===== src/rtl/lampfpu_div_sequencer.sv =====
// Divide-command sequencer in front of the LAMP FPU divider: queues tagged requests,
// issues them one at a time, and returns in-order tagged results with a hang watchdog.

package lampfpu_div_sequencer_pkg;
  typedef enum logic [1:0] {
    FPU_RNDMODE_NEAREST   = 2'd0,
    FPU_RNDMODE_TRUNCATE  = 2'd1,
    FPU_RNDMODE_PLUS_INF  = 2'd2,
    FPU_RNDMODE_MINUS_INF = 2'd3
  } rndModeFPU_t;
endpackage

module lampfpu_div_sequencer
  import lampfpu_div_sequencer_pkg::*;
#(
  parameter int unsigned     DW          = 16,
  parameter int unsigned     DEPTH       = 2,
  parameter int unsigned     TAG_W       = 3,
  parameter int unsigned     TIMEOUT_CYC = 255,
  parameter logic [DW-1:0]   QNAN_VAL    = 16'h7FC0
) (
  input  logic              clk,
  input  logic              rst,
  input  logic              req_valid_i,
  output logic              req_ready_o,
  input  logic [DW-1:0]     req_op1_i,
  input  logic [DW-1:0]     req_op2_i,
  input  rndModeFPU_t       req_rnd_i,
  output logic              rsp_valid_o,
  input  logic              rsp_ready_i,
  output logic [DW-1:0]     rsp_data_o,
  output logic [TAG_W-1:0]  rsp_tag_o,
  output logic              rsp_err_o,
  output logic              div_do_o,
  output logic [DW-1:0]     div_op1_o,
  output logic [DW-1:0]     div_op2_o,
  output rndModeFPU_t       div_rnd_o,
  output logic              div_padv_o,
  input  logic              div_ready_i,
  input  logic              div_valid_i,
  input  logic [DW-1:0]     div_result_i,
  output logic              busy_o
);

  localparam int unsigned     AW        = (DEPTH > 1) ? $clog2(DEPTH) : 1;
  localparam int unsigned     CW        = AW + 1;
  localparam int unsigned     WDW       = $clog2(TIMEOUT_CYC);
  localparam logic [WDW-1:0]  WDOG_LAST = WDW'(TIMEOUT_CYC - 1);
  localparam logic [CW-1:0]   CNT_FULL  = CW'(DEPTH);

  typedef enum logic [1:0] {S_IDLE, S_ISSUE, S_WAIT, S_ABORT} state_t;

  typedef struct packed {
    logic [DW-1:0]    op1;
    logic [DW-1:0]    op2;
    rndModeFPU_t      rnd;
    logic [TAG_W-1:0] tag;
  } entry_t;

  state_t           state_q, state_d;
  entry_t           fifo_q [DEPTH];
  entry_t           fifo_d [DEPTH];
  logic [AW-1:0]    wr_ptr_q, wr_ptr_d, rd_ptr_q, rd_ptr_d;
  logic [CW-1:0]    count_q, count_d;
  logic [TAG_W-1:0] tag_cnt_q, tag_cnt_d, cur_tag_q, cur_tag_d;
  logic [WDW-1:0]   wdog_q, wdog_d;
  logic [DW-1:0]    op1_q, op1_d, op2_q, op2_d;
  rndModeFPU_t      rnd_q, rnd_d;
  logic             rsp_valid_q, rsp_valid_d, rsp_err_q, rsp_err_d;
  logic [DW-1:0]    rsp_data_q, rsp_data_d;
  logic [TAG_W-1:0] rsp_tag_q, rsp_tag_d;
  logic             do_q, do_d, busy_q, busy_d;
  logic             push_s, pop_s, padv_s, full_s, empty_s, slot_free_s;

  assign full_s      = (count_q == CNT_FULL);
  assign empty_s     = (count_q == {CW{1'b0}});
  assign push_s      = req_valid_i & ~full_s;
  assign slot_free_s = ~rsp_valid_q | rsp_ready_i;

  // Sequencer FSM: pop into command regs, issue, capture or abort, response slot update
  always_comb begin
    state_d     = state_q;
    pop_s       = 1'b0;
    padv_s      = 1'b0;
    do_d        = 1'b0;
    wdog_d      = wdog_q;
    op1_d       = op1_q;
    op2_d       = op2_q;
    rnd_d       = rnd_q;
    cur_tag_d   = cur_tag_q;
    rsp_valid_d = rsp_valid_q & ~rsp_ready_i;
    rsp_data_d  = rsp_data_q;
    rsp_tag_d   = rsp_tag_q;
    rsp_err_d   = rsp_err_q;
    case (state_q)
      S_IDLE: begin
        // div_valid_i low means the previous result has been released by padv
        if (!empty_s && div_ready_i && !div_valid_i) begin
          pop_s     = 1'b1;
          op1_d     = fifo_q[rd_ptr_q].op1;
          op2_d     = fifo_q[rd_ptr_q].op2;
          rnd_d     = fifo_q[rd_ptr_q].rnd;
          cur_tag_d = fifo_q[rd_ptr_q].tag;
          do_d      = 1'b1;
          state_d   = S_ISSUE;
        end else begin
          state_d   = S_IDLE;
        end
      end
      S_ISSUE: begin
        wdog_d  = {WDW{1'b0}};
        state_d = S_WAIT;
      end
      S_WAIT: begin
        // Saturate so a timeout blocked by a full response slot is not missed
        if (wdog_q != WDOG_LAST) begin
          wdog_d = wdog_q + WDW'(1);
        end else begin
          wdog_d = wdog_q;
        end
        if (div_valid_i && slot_free_s) begin
          rsp_valid_d = 1'b1;
          rsp_data_d  = div_result_i;
          rsp_tag_d   = cur_tag_q;
          rsp_err_d   = 1'b0;
          padv_s      = 1'b1;
          state_d     = S_IDLE;
        end else if ((wdog_q == WDOG_LAST) && slot_free_s) begin
          rsp_valid_d = 1'b1;
          rsp_data_d  = QNAN_VAL;
          rsp_tag_d   = cur_tag_q;
          rsp_err_d   = 1'b1;
          state_d     = S_ABORT;
        end else begin
          state_d     = S_WAIT;
        end
      end
      S_ABORT: begin
        if (div_valid_i) begin
          padv_s  = 1'b1;
          state_d = S_IDLE;
        end else begin
          state_d = S_ABORT;
        end
      end
      default: state_d = S_IDLE;
    endcase
  end

  // Request FIFO pointers, occupancy and tag allocation
  always_comb begin
    fifo_d    = fifo_q;
    wr_ptr_d  = wr_ptr_q;
    rd_ptr_d  = rd_ptr_q;
    tag_cnt_d = tag_cnt_q;
    if (push_s) begin
      fifo_d[wr_ptr_q] = '{op1: req_op1_i, op2: req_op2_i, rnd: req_rnd_i, tag: tag_cnt_q};
      wr_ptr_d         = wr_ptr_q + AW'(1);
      tag_cnt_d        = tag_cnt_q + TAG_W'(1);
    end else begin
      wr_ptr_d         = wr_ptr_q;
    end
    if (pop_s) begin
      rd_ptr_d = rd_ptr_q + AW'(1);
    end else begin
      rd_ptr_d = rd_ptr_q;
    end
    case ({push_s, pop_s})
      2'b10:   count_d = count_q + CW'(1);
      2'b01:   count_d = count_q - CW'(1);
      default: count_d = count_q;
    endcase
  end

  // Busy reflects the state the block is entering, so it drops right after the last accept
  always_comb begin
    busy_d = (count_d != {CW{1'b0}}) || (state_d != S_IDLE) || rsp_valid_d;
  end

  // State and datapath registers
  always_ff @(posedge clk or posedge rst) begin
    if (rst) begin
      state_q     <= S_IDLE;
      for (int i = 0; i < int'(DEPTH); i++) fifo_q[i] <= '0;
      wr_ptr_q    <= {AW{1'b0}};
      rd_ptr_q    <= {AW{1'b0}};
      count_q     <= {CW{1'b0}};
      tag_cnt_q   <= {TAG_W{1'b0}};
      cur_tag_q   <= {TAG_W{1'b0}};
      wdog_q      <= {WDW{1'b0}};
      op1_q       <= {DW{1'b0}};
      op2_q       <= {DW{1'b0}};
      rnd_q       <= FPU_RNDMODE_NEAREST;
      rsp_valid_q <= 1'b0;
      rsp_data_q  <= {DW{1'b0}};
      rsp_tag_q   <= {TAG_W{1'b0}};
      rsp_err_q   <= 1'b0;
      do_q        <= 1'b0;
      busy_q      <= 1'b0;
    end else begin
      state_q     <= state_d;
      fifo_q      <= fifo_d;
      wr_ptr_q    <= wr_ptr_d;
      rd_ptr_q    <= rd_ptr_d;
      count_q     <= count_d;
      tag_cnt_q   <= tag_cnt_d;
      cur_tag_q   <= cur_tag_d;
      wdog_q      <= wdog_d;
      op1_q       <= op1_d;
      op2_q       <= op2_d;
      rnd_q       <= rnd_d;
      rsp_valid_q <= rsp_valid_d;
      rsp_data_q  <= rsp_data_d;
      rsp_tag_q   <= rsp_tag_d;
      rsp_err_q   <= rsp_err_d;
      do_q        <= do_d;
      busy_q      <= busy_d;
    end
  end

  // padv must land in the same cycle the result is taken, so it stays combinational
  assign div_padv_o  = padv_s;
  assign req_ready_o = ~full_s;
  assign rsp_valid_o = rsp_valid_q;
  assign rsp_data_o  = rsp_data_q;
  assign rsp_tag_o   = rsp_tag_q;
  assign rsp_err_o   = rsp_err_q;
  assign div_do_o    = do_q;
  assign div_op1_o   = op1_q;
  assign div_op2_o   = op2_q;
  assign div_rnd_o   = rnd_q;
  assign busy_o      = busy_q;

endmodule


===== config.mk =====
export PLATFORM = sky130hd
export DESIGN_NAME = lampfpu_div_sequencer
export DESIGN_NICKNAME = d
export VERILOG_FILES = /design/src/rtl/lampfpu_div_sequencer.sv
export SDC_FILE = /design/constraint.sdc
export NUM_CORES = 1
export LEC_CHECK = 0
export BUFFER_PORTS_ARGS = -buffer_cell sky130_fd_sc_hd__buf_4
export CAP_MARGIN = 5
export CORE_ASPECT_RATIO = 1.25
export CORE_MARGIN = 2
export CORE_UTILIZATION = 50
export DETAILED_ROUTE_END_ITERATION = 10
export HOLD_SLACK_MARGIN = 0.08
export PLACE_DENSITY = 0.76
export SYNTH_ARGS = -nofsm -noshare
export SYNTH_HDL_FRONTEND = slang
export SYNTH_SLANG_ARGS = --single-unit

===== constraint.sdc =====
create_clock -name clk -period 5.5 [get_ports clk]
set_clock_uncertainty 0.05 [all_clocks]
set_input_delay 1.1 -clock clk [delete_from_list [all_inputs] [get_ports clk]]
set_output_delay 1.1 -clock clk [all_outputs]
set_load 0.005 [all_outputs]

==> results of run 1 <==
-- power groups by stage --
stage | logic (W) | clock network [W] | registers [W]
final | 0.00157 | 0.00121 | 0.00199
after floorplan | 0.00109 | 0 | 0.00193
after detailed placement | 0.00159 | 0 | 0.00201
after CTS | 0.00160 | 0.00123 | 0.00200
after global routing | 0.00174 | 0.00128 | 0.00206
after global placement | 0.00154 | 0 | 0.00197
-- flip-flops by register name, indices dropped and copies added, names as in the netlist, 3 cells and up --
signal      count
fifo_q         74
tag_cnt_q       3
div_op2_o      16
rsp_tag_o       3
rsp_data_o     16
cur_tag_q       3
wdog_q          8
div_op1_o      16
-- cell usage in the layout (no fill, tap or decap), drive strengths merged, types with 4 or more instances in the layout --
cell | netlist | final
dfrtp | 151 | 151
buf | 19 | 117
mux2 | 78 | 78
nor2 | 46 | 46
a21oi | 42 | 42
mux2i | 37 | 37
clkbuf | 1 | 20
o22a | 9 | 9
nand2 | 9 | 9
nand3 | 8 | 8
a22o | 7 | 7
inv | 6 | 7
xnor2 | 6 | 6
clkinv | 0 | 6
o21ai | 5 | 5
ha | 4 | 4
bufinv | 0 | 4
nand2b | 4 | 4
-- final cells by class --
cell class                      count  area [µm²]  share of cell area, %
Sequential cell                   151        3780                   48.6
Multi-Input combinational cell    283        2260                   29.1
Timing Repair Buffer              117         878                   11.3
Clock buffer                       20         447                   5.75
Tap cell                          164         205                   2.64
Clock inverter                     12         174                   2.24
Inverter                            6        27.5                  0.354
-- cell families (layout without fill, tap and decap cells) --
| logic type | after synthesis | in the layout |
|---|---|---|
| DFF | 151 | 151 |
| buffers and inverters | 26 | 155 |
| adders and majority gates | 4 | 4 |
| xor gates and xnor gates | 7 | 7 |
| muxes | 115 | 115 |
| AOI/OAI and AO/OA | 75 | 75 |
| and+or+nand+nor | 82 | 82 |
-- worst reg2reg max path, stage by stage (launching register included) --
cell	delay, ns
dfrtp_1	0.44
nor2_1	0.20
o2111a_2	0.65
ha_1	0.36
nor2_1	0.14
xnor2_1	0.15
nand4b_1	0.13
-- how the worst max path moves through the flow --
stage / from / end / cells past startpoint
CTS: rsp_ready_i / div_padv_o / 4
floorplan: rst / busy_o / 1
finish: rsp_ready_i / div_padv_o / 4
global route: rsp_ready_i / div_padv_o / 4
global placement: rsp_ready_i / div_padv_o / 4
detailed placement: rsp_ready_i / div_padv_o / 4
-- layer usage --
metal  global-route usage [%]  up-vias  share of wire, %
li1                         -     1866                 -
met1                     21.1     2012                40
met2                     34.2       96                54
met3                     5.32       14               4.4
met4                     6.76        0               1.4
met5                        0        -                 0
-- metrics by stage --
step                      hold WS (ns)  util (%)
after floorplan                  0.407         -
after detailed placement         0.434      59.1
after CTS                        0.448      64.2
final                            0.447      64.2
after global placement           0.416      59.1
after global routing             0.459      64.2
==> flow_metrics.tcl, run 1 <==
set metrics [dict create \
    grt_overflow 0 \
    die-area_um2 13300 \
    muxShareOfSynthArea_pct 20.2 \
    synthSimpleGateAreaFrac_pct 6.78 \
    synth_xor_area_share_pct 0.989 \
    p_per_area_nw_per_um2 613 \
    cts_root_buffer "clkbuf_16" \
    swShare_pct 30.1 \
    power_leakage_nw 3.56 \
    relSlewSlack_pct 36.0 \
    synth-seq-area-share_pct 60.9 \
    synthAdderAreaFrac_pct 0.807 \
    async_flop_share_pct 100 \
    grt_pass1_vias 4157 \
    preCtsSetupSlack_ns 2.37 \
    cts_sinks 151 \
    synth_area_leaders "dfrtp_1, mux2_2, mux2i_1" \
    total_power_w 0.00477 \
    remaining_drc_errors 0 \
    cts_made_buffers 17 \
    critPathKind "in -> out" \
    r2r_start "state_q[1]" \
    port_buffers 114 \
    slowest_stage "or3b_2" \
    cts_setup_buffers 0 \
    nets 636 \
    holdPathEnd "fifo_q[65]" \
    design_area_um2 7770 \
    postSynthAreaPerCell_um2 13.5 \
    drive_gt1_share_pct 39.9 \
    synth_top_family_by_area "multiplexers" \
    path_buf_inv 2 \
    min_period_ns 3.14 \
    place_inst 721 \
    postLayoutSetupSlackWorst_ns 2.36 \
    combPwrFrac_pct 32.9 \
    synth_compound_area_share_pct 7.67 \
    place.gp.congestion 0.771 \
    clk_pin_slew_ns 0.06 \
    final_cells 753 \
    wl_um 11900 \
    boundaryPins 115 \
    h-tree-depth 4 \
    grt_max_degree 111 \
    synth_edf_count 0 \
    fp.dieW_um 104 \
    fin_crit_sh_pct 57.0 \
    antenna_found_initial 0 \
    tns_ns 0 \
    placed_area_um2 7150 \
    slew_viol_final 0 \
    syn_inst 460 \
    vias_per_cell 5.30 \
    slowest_delay_ns 0.45 \
    tightest_slew_ns 0.959 \
    synth_top_area_share_pct 60.9 \
    power.internal_w 0.00333 \
    dr.pass1.iters 4 \
    drt-initial-drc-count 152 \
    post_cts_resized 0 \
    synth_area_um2 6200 \
    reg2reg_slack_ns 3.25 \
    crit_fanout 2 \
    tritoncts "built" \
    hp-class "reg -> reg" \
    clockPowerShare_pct 25.3 \
    cap_violations 0 \
    finalHoldViolCount 0 \
    yosys-top-cells-count "dfrtp_1, mux2_2, nor2_1" \
    ys_warn_count 0 \
    crit_path_frequent_cell "buf_4" \
    clk_latency_ns 0.42 \
    grt_usage_pct 18.7 \
    core_area_um2 12100 \
    grt_pass1_wl_um 19700 \
    wl_per_cell_um 15.8 \
    worst_setup_path_end_kind "output pin" \
    rows 45 \
    synthMostInstantiatedCell "dfrtp_1" \
    startpoint_type "primary input" \
    crit_chain "buf_4 > or3b_2 > and3_1 > buf_4" \
    min_from "fifo_q[65]" \
    ant_nets 0 \
    ys_seq_elements 151 \
    synthToLayoutAreaGrowth_pct 25.3 \
    worstReg2RegEnd "busy_o" \
    vias 3988 \
    initial_utilization_pct 51.2 \
    status "complete, no violations" \
    post-dp-hpwl_um 7860 \
    cp.required_ns 4.35 \
    cts_hold_buf 0 \
    rsz0062_at_grt "false" \
    n_antenna_cell 0 \
    seqPwrFrac_pct 41.7 \
    path_delay_family "simple AND/OR/NAND/NOR gates" \
    setup_viol_count_final 0 \
    clock_path_buffers 2 \
    crit_arrival_ns 1.99 \
    yosys.cell_types.count 47 \
    syn_nets 520 \
    p_switching_w 0.00143 \
    max_freq_mhz 319 \
    yosys.area.top_type "dfrtp_1" \
    die_h_um 129 \
    worst_r2r_path_depth 6 \
    fill_cells 907 \
    ir_drop_uv 276 \
    synthFlopType "dfrtp_1" \
    min_path_cells 1 \
]
(Power assumes the default switching activity.)
==> run 2, diff against run 1 <==
--- a/config.mk
+++ b/config.mk
@@ -12,7 +12,7 @@
 export CORE_UTILIZATION = 50
 export DETAILED_ROUTE_END_ITERATION = 10
 export HOLD_SLACK_MARGIN = 0.08
-export PLACE_DENSITY = 0.76
+export PLACE_DENSITY = 0.73
 export SYNTH_ARGS = -nofsm -noshare
 export SYNTH_HDL_FRONTEND = slang
 export SYNTH_SLANG_ARGS = --single-unit
==> constraint.sdc (replaced) <==
create_clock -name clk -period 3.1 [get_ports clk]
set_clock_uncertainty 0.05 [all_clocks]
set_input_delay 0.62 -clock clk [delete_from_list [all_inputs] [get_ports clk]]
set_output_delay 0.62 -clock clk [all_outputs]
set_load 0.005 [all_outputs]
==> flow_metrics.tcl, run 2 (synthesis gave the netlist of run 1 again) <==
set metrics [dict create \
    vias 3986 \
    clk_latency_ns 0.41 \
    reg2reg_slack_ns 1.01 \
    drive_gt1_share_pct 40.1 \
    ir_drop_uv 488 \
    crit_arrival_ns 1.68 \
    whs_ns 0.263 \
    finalHoldViolCount 0 \
    relSlewSlack_pct 40.3 \
    wl_um 12200 \
    cts_made_buffers 17 \
    remaining_drc_errors 0 \
    wl_per_cell_um 16.1 \
    nets 640 \
    port_buffers 114 \
    most-common-layout-cells "dfrtp_1, buf_4, mux2_2" \
    post-dp-hpwl_um 8030 \
    cp.required_ns 2.43 \
    die-area_um2 13300 \
    cap_violations 0 \
    cts_sinks 151 \
    critPathKind "reg -> out" \
    final_common_cell "dfrtp_1" \
    synthToLayoutAreaGrowth_pct 26.3 \
    crit_fanout 8 \
    min_period_ns 2.35 \
    placed_area_um2 7210 \
    rows 45 \
    largest_register_ff_count 74 \
    startpoint_type "flip-flop" \
    max_freq_mhz 426 \
    slew_viol_final 0 \
    fp.dieW_um 104 \
    place.gp.congestion 0.769 \
    tns_ns 0 \
    vias_per_cell 5.27 \
    die_h_um 129 \
    cts_setup_buffers 0 \
    n_antenna_cell 0 \
    design_area_um2 7830 \
    grt_pass1_vias 4117 \
    h-tree-depth 4 \
    post_cts_resized 0 \
    drt-initial-drc-count 138 \
    setup_viol_count_final 0 \
    fin_crit_sh_pct 75.8 \
    tightest_slew_ns 0.889 \
    clock_path_buffers 2 \
    place_inst 725 \
    tritoncts "built" \
    ant_nets 0 \
    final_cells 757 \
    rsz0062_at_grt "false" \
    antenna_found_initial 0 \
    utilization_pct 64.7 \
    worst_setup_path_end_kind "output pin" \
    grt_overflow 0 \
    status "complete, no violations" \
    p_per_area_nw_per_um2 1090 \
    boundaryPins 115 \
    clk_pin_slew_ns 0.06 \
    power_leakage_nw 3.59 \
    grt_pass1_wl_um 20200 \
    dr.pass1.iters 4 \
    hp-class "in -> async" \
    initial_utilization_pct 51.2 \
    core_area_um2 12100 \
    grt_max_degree 49 \
    grt_usage_pct 19.1 \
    cts_root_buffer "clkbuf_16" \
    regMostFlops "fifo_q" \
    cts_hold_buf 0 \
]
[run 2: changes by cell type in the layout (fill, tap and decap cells not counted)]
| cell | delta |
|---|---|
| clkinv_4 | -2 |
| inv_6 | -2 |
| clkbuf_1 | +1 |
| buf_4 | +2 |
| clkinvlp_4 | +1 |
| buf_12 | +2 |
| clkbuf_8 | +2 |
[run 2: path summary, 6_finish.rpt]
kind,from,endpoint,depth (start not counted)
max,state_q[0],div_padv_o,3
min,rst,div_op1_o[12],2
max reg2reg,wdog_q[0],wdog_q[4],6
min reg2reg,fifo_q[65],fifo_q[65],1
max in group asynchronous,rst,div_op1_o[0],3
min in group clk,div_result_i[6],rsp_data_o[6],2
[run 2: metrics by stage]
step           total power [W]  setup slack (ns)
6_report               0.00850             0.750
5_1_grt                0.00904             0.691
4_1_cts                0.00861             0.735
3_5_place_dp           0.00640             0.931
3_3_place_gp           0.00624             0.940
2_1_floorplan          0.00536             0.527
[run 2: cell type report]
type                       count  area, µm²
inverter                       6       26.3
tap                          164        205
clock inverter                 9        148
timing repair buffer         121        933
clock buffer                  23        478
multi-input combinational    283       2260
fill                         938       4270
sequential                   151       3780
[run 2: worst max-delay path, cell delays in order, from the launching register on]
cell     delay (ns)
dfrtp_1        0.45
or3b_2         0.51
and3_1         0.20
buf_4          0.13
[run 2: layer usage]
| layer | vias up | routed length, µm | track usage [%] |
|---|---|---|---|
| met5 | - | 0 | 0 |
| met2 | 96 | 6500 | 34.3 |
| met1 | 2001 | 4970 | 21.9 |
| li1 | 1878 | - | - |
| met4 | 0 | 157 | 6.84 |
| met3 | 11 | 562 | 5.62 |
[run 2: report_power, final]
part / internal [W] / switching, W / leakage (nW)
Sequential: 0.00294 / 0.000579 / 1.76
Clock: 0.00141 / 0.000738 / 0.307
Combinational: 0.00163 / 0.00121 / 1.52
==> run 3, diff against run 2 <==
--- a/config.mk
+++ b/config.mk
@@ -5,6 +5,7 @@
 export SDC_FILE = /design/constraint.sdc
 export NUM_CORES = 1
 export LEC_CHECK = 0
+export ABC_AREA = 1
 export BUFFER_PORTS_ARGS = -buffer_cell sky130_fd_sc_hd__buf_4
 export CAP_MARGIN = 5
 export CORE_ASPECT_RATIO = 1.25
@@ -12,7 +13,7 @@
 export CORE_UTILIZATION = 50
 export DETAILED_ROUTE_END_ITERATION = 10
 export HOLD_SLACK_MARGIN = 0.08
-export PLACE_DENSITY = 0.73
+export PLACE_DENSITY = 0.76
 export SYNTH_ARGS = -nofsm -noshare
 export SYNTH_HDL_FRONTEND = slang
 export SYNTH_SLANG_ARGS = --single-unit
==> constraint.sdc (replaced) <==
create_clock -name clk -period 1.9 [get_ports clk]
set_clock_uncertainty 0.05 [all_clocks]
set_input_delay 0.38 -clock clk [delete_from_list [all_inputs] [get_ports clk]]
set_output_delay 0.38 -clock clk [all_outputs]
set_load 0.005 [all_outputs]
==> flow_metrics.tcl, run 3 <==
set metrics [dict create \
    status "complete, no violations" \
    startpoint_type "flip-flop" \
    ir_drop_uv 764 \
    rows 46 \
    synth_area_um2 6410 \
    synthFlopType "dfrtp_1" \
    clockPowerShare_pct 25.8 \
    crit_fanout 4 \
    cts_made_buffers 17 \
    drt-initial-drc-count 349 \
    fill_cells 1010 \
    preCtsSetupSlack_ns 0.0256 \
    combPwrFrac_pct 33.7 \
    initial_utilization_pct 50.9 \
    core_area_um2 12600 \
    max_freq_mhz 541 \
    crit_arrival_ns 1.42 \
    postSynthAreaPerCell_um2 9.29 \
    synth_area_leaders "dfrtp_1, nand2_1, nor2_1" \
    power_leakage_nw 4.16 \
    grt_pass1_wl_um 23100 \
    nets 864 \
    rsz0062_at_grt "false" \
    swShare_pct 34.4 \
    grt_overflow 0 \
    synthMostInstantiatedCell "nand2_1" \
    die_h_um 131 \
    power.internal_w 0.00898 \
    critPathKind "reg -> out" \
    fin_crit_sh_pct 97.4 \
    synth_edf_count 0 \
    tritoncts "built" \
    vias 5052 \
    async_flop_share_pct 100 \
    design_area_um2 8150 \
    ys_warn_count 0 \
    clock_path_buffers 2 \
    post-dp-hpwl_um 8780 \
    wl_um 13900 \
    cp.required_ns 1.47 \
    port_buffers 114 \
    seqPwrFrac_pct 40.5 \
    remaining_drc_errors 0 \
    total_power_w 0.0137 \
    largest_register_ff_count 74 \
    syn_inst 690 \
    p_per_area_nw_per_um2 1680 \
    p_switching_w 0.00471 \
    yosys.area.top_type "dfrtp_1" \
    finalHoldViolCount 0 \
    ff_latch_area_um2 3780 \
    wl_per_cell_um 14.1 \
    relSlewSlack_pct 62.6 \
    dr.pass1.iters 5 \
    postLayoutSetupSlackWorst_ns 0.0500 \
    synth_top_area_share_pct 58.9 \
    regMostFlops "fifo_q" \
    drive_gt1_share_pct 25.1 \
    fp.dieW_um 105 \
    tightest_slew_ns 0.561 \
    yosys-top-cells-count "nand2_1, dfrtp_1, nor2_1" \
    clk_pin_slew_ns 0.06 \
    setup_viol_count_final 0 \
    most-common-layout-cells "nand2_1, dfrtp_1, buf_4" \
    worst_setup_path_end_kind "output pin" \
    multi_input_area_um2 2220 \
    place.gp.congestion 0.797 \
    die-area_um2 13700 \
    whs_ns 0.119 \
    cts_sinks 151 \
    placed_area_um2 7450 \
    grt_usage_pct 21.2 \
    clk_latency_ns 0.42 \
    ant_nets 0 \
    h-tree-depth 4 \
    cap_violations 0 \
    n_antenna_cell 0 \
    synthToLayoutAreaGrowth_pct 27.1 \
    cts_root_buffer "clkbuf_16" \
    grt_pass1_vias 4924 \
    min_period_ns 1.85 \
    hp-class "in -> reg" \
    syn_nets 750 \
    synth-seq-area-share_pct 58.9 \
    slew_viol_final 0 \
    boundaryPins 115 \
    ys_seq_elements 151 \
    yosys.cell_types.count 30 \
    vias_per_cell 5.13 \
    final_common_cell "nand2_1" \
    antenna_found_initial 0 \
    grt_max_degree 101 \
    utilization_pct 64.6 \
]
run 3: changes by cell type after synthesis, moves of 8 or more:
cell / before / now
nor2_1: 45 / 80
o21ai_0: 3 / 53
inv_1: 6 / 57
a21oi_1: 42 / 1
o31ai_1: 1 / 37
nand3_1: 7 / 15
mux2_2: 75 / 0
o21ai_1: 1 / 10
mux2i_1: 37 / 0
clkbuf_1: 1 / 9
o2111ai_1: 0 / 9
o22a_1: 9 / 0
nand2_1: 8 / 189
o21ai_2: 1 / 20
run 3: cells by family (layout without fill, tap and decap cells):
group	count (synthesis)	after routing	share of synthesized area, %
AND/OR/NAND/NOR	298	298	18.6
flip-flops	151	151	58.9
AO/OA/AOI/OAI	133	133	13.8
buffers and inverters	97	224	6.95
XOR/XNOR	7	7	0.956
adder cells (fa/ha/maj)	4	4	0.781
run 3: power groups by stage:
stage	sequential [W]	combinational, W	clock, W
final	0.00554	0.00461	0.00354
after global routing	0.00570	0.00523	0.00373
after CTS	0.00554	0.00461	0.00358
after detailed placement	0.00556	0.00455	0
after global placement	0.00549	0.00435	0
after floorplan	0.00542	0.00288	0
run 3: worst paths after layout:
path,cells past startpoint,start,to,slack [ns]
max reg2reg,13,count_q[0],busy_o,0.16
max in group asynchronous,4,rst,fifo_q[71],0.72
max,6,state_q[1],div_padv_o,0.05
min,3,div_result_i[4],rsp_data_o[4],0.12
min reg2reg,2,rsp_data_o[4],rsp_data_o[4],0.43
min in group asynchronous,4,rst,count_q[1],0.56
run 3: layout make-up:
class | instances | share of cell area [%]
timing repair buffer | 133 | 13.4
sequential | 151 | 46.4
clock inverter | 11 | 2.12
clock buffer | 21 | 5.53
multi-input combinational | 442 | 27.2
tap | 168 | 2.58
inverter | 59 | 2.76
run 3: worst max-delay path, stage by stage (launching register included):
cell and delay [ns]:
dfrtp_1 0.42, inv_2 0.10, nor2_4 0.05, inv_2 0.06, nor2_4 0.04, a31o_4 0.20, buf_4 0.13
run 3: layer usage:
| metal | track usage (%) | up-vias | share of wire (%) |
|---|---|---|---|
| met2 | 36.9 | 128 | 51 |
| met4 | 7.06 | 0 | 1.9 |
| met3 | 5.85 | 23 | 4.7 |
| met1 | 25.8 | 2439 | 42 |
| li1 | - | 2462 | - |
| met5 | 0 | - | 0 |
run 3: through the flow:
| step | setup TNS (ns) | cells |
|---|---|---|
| floorplan | -65.38 | 690 |
| global placement | 0 | 947 |
| detailed placement | 0 | 947 |
| CTS | 0 | 981 |
| global route | 0 | 985 |
| finish | 0 | 985 |
run 3: what timing repair did:
item / CTS / global route
hold endpoints to repair: 51 / 0
setup endpoints to repair: 1 / 26
resized for setup: 2 / 7
pin swaps: 1 / 1
buffers inserted: 1 / 4
hold buffers: 1 / 0
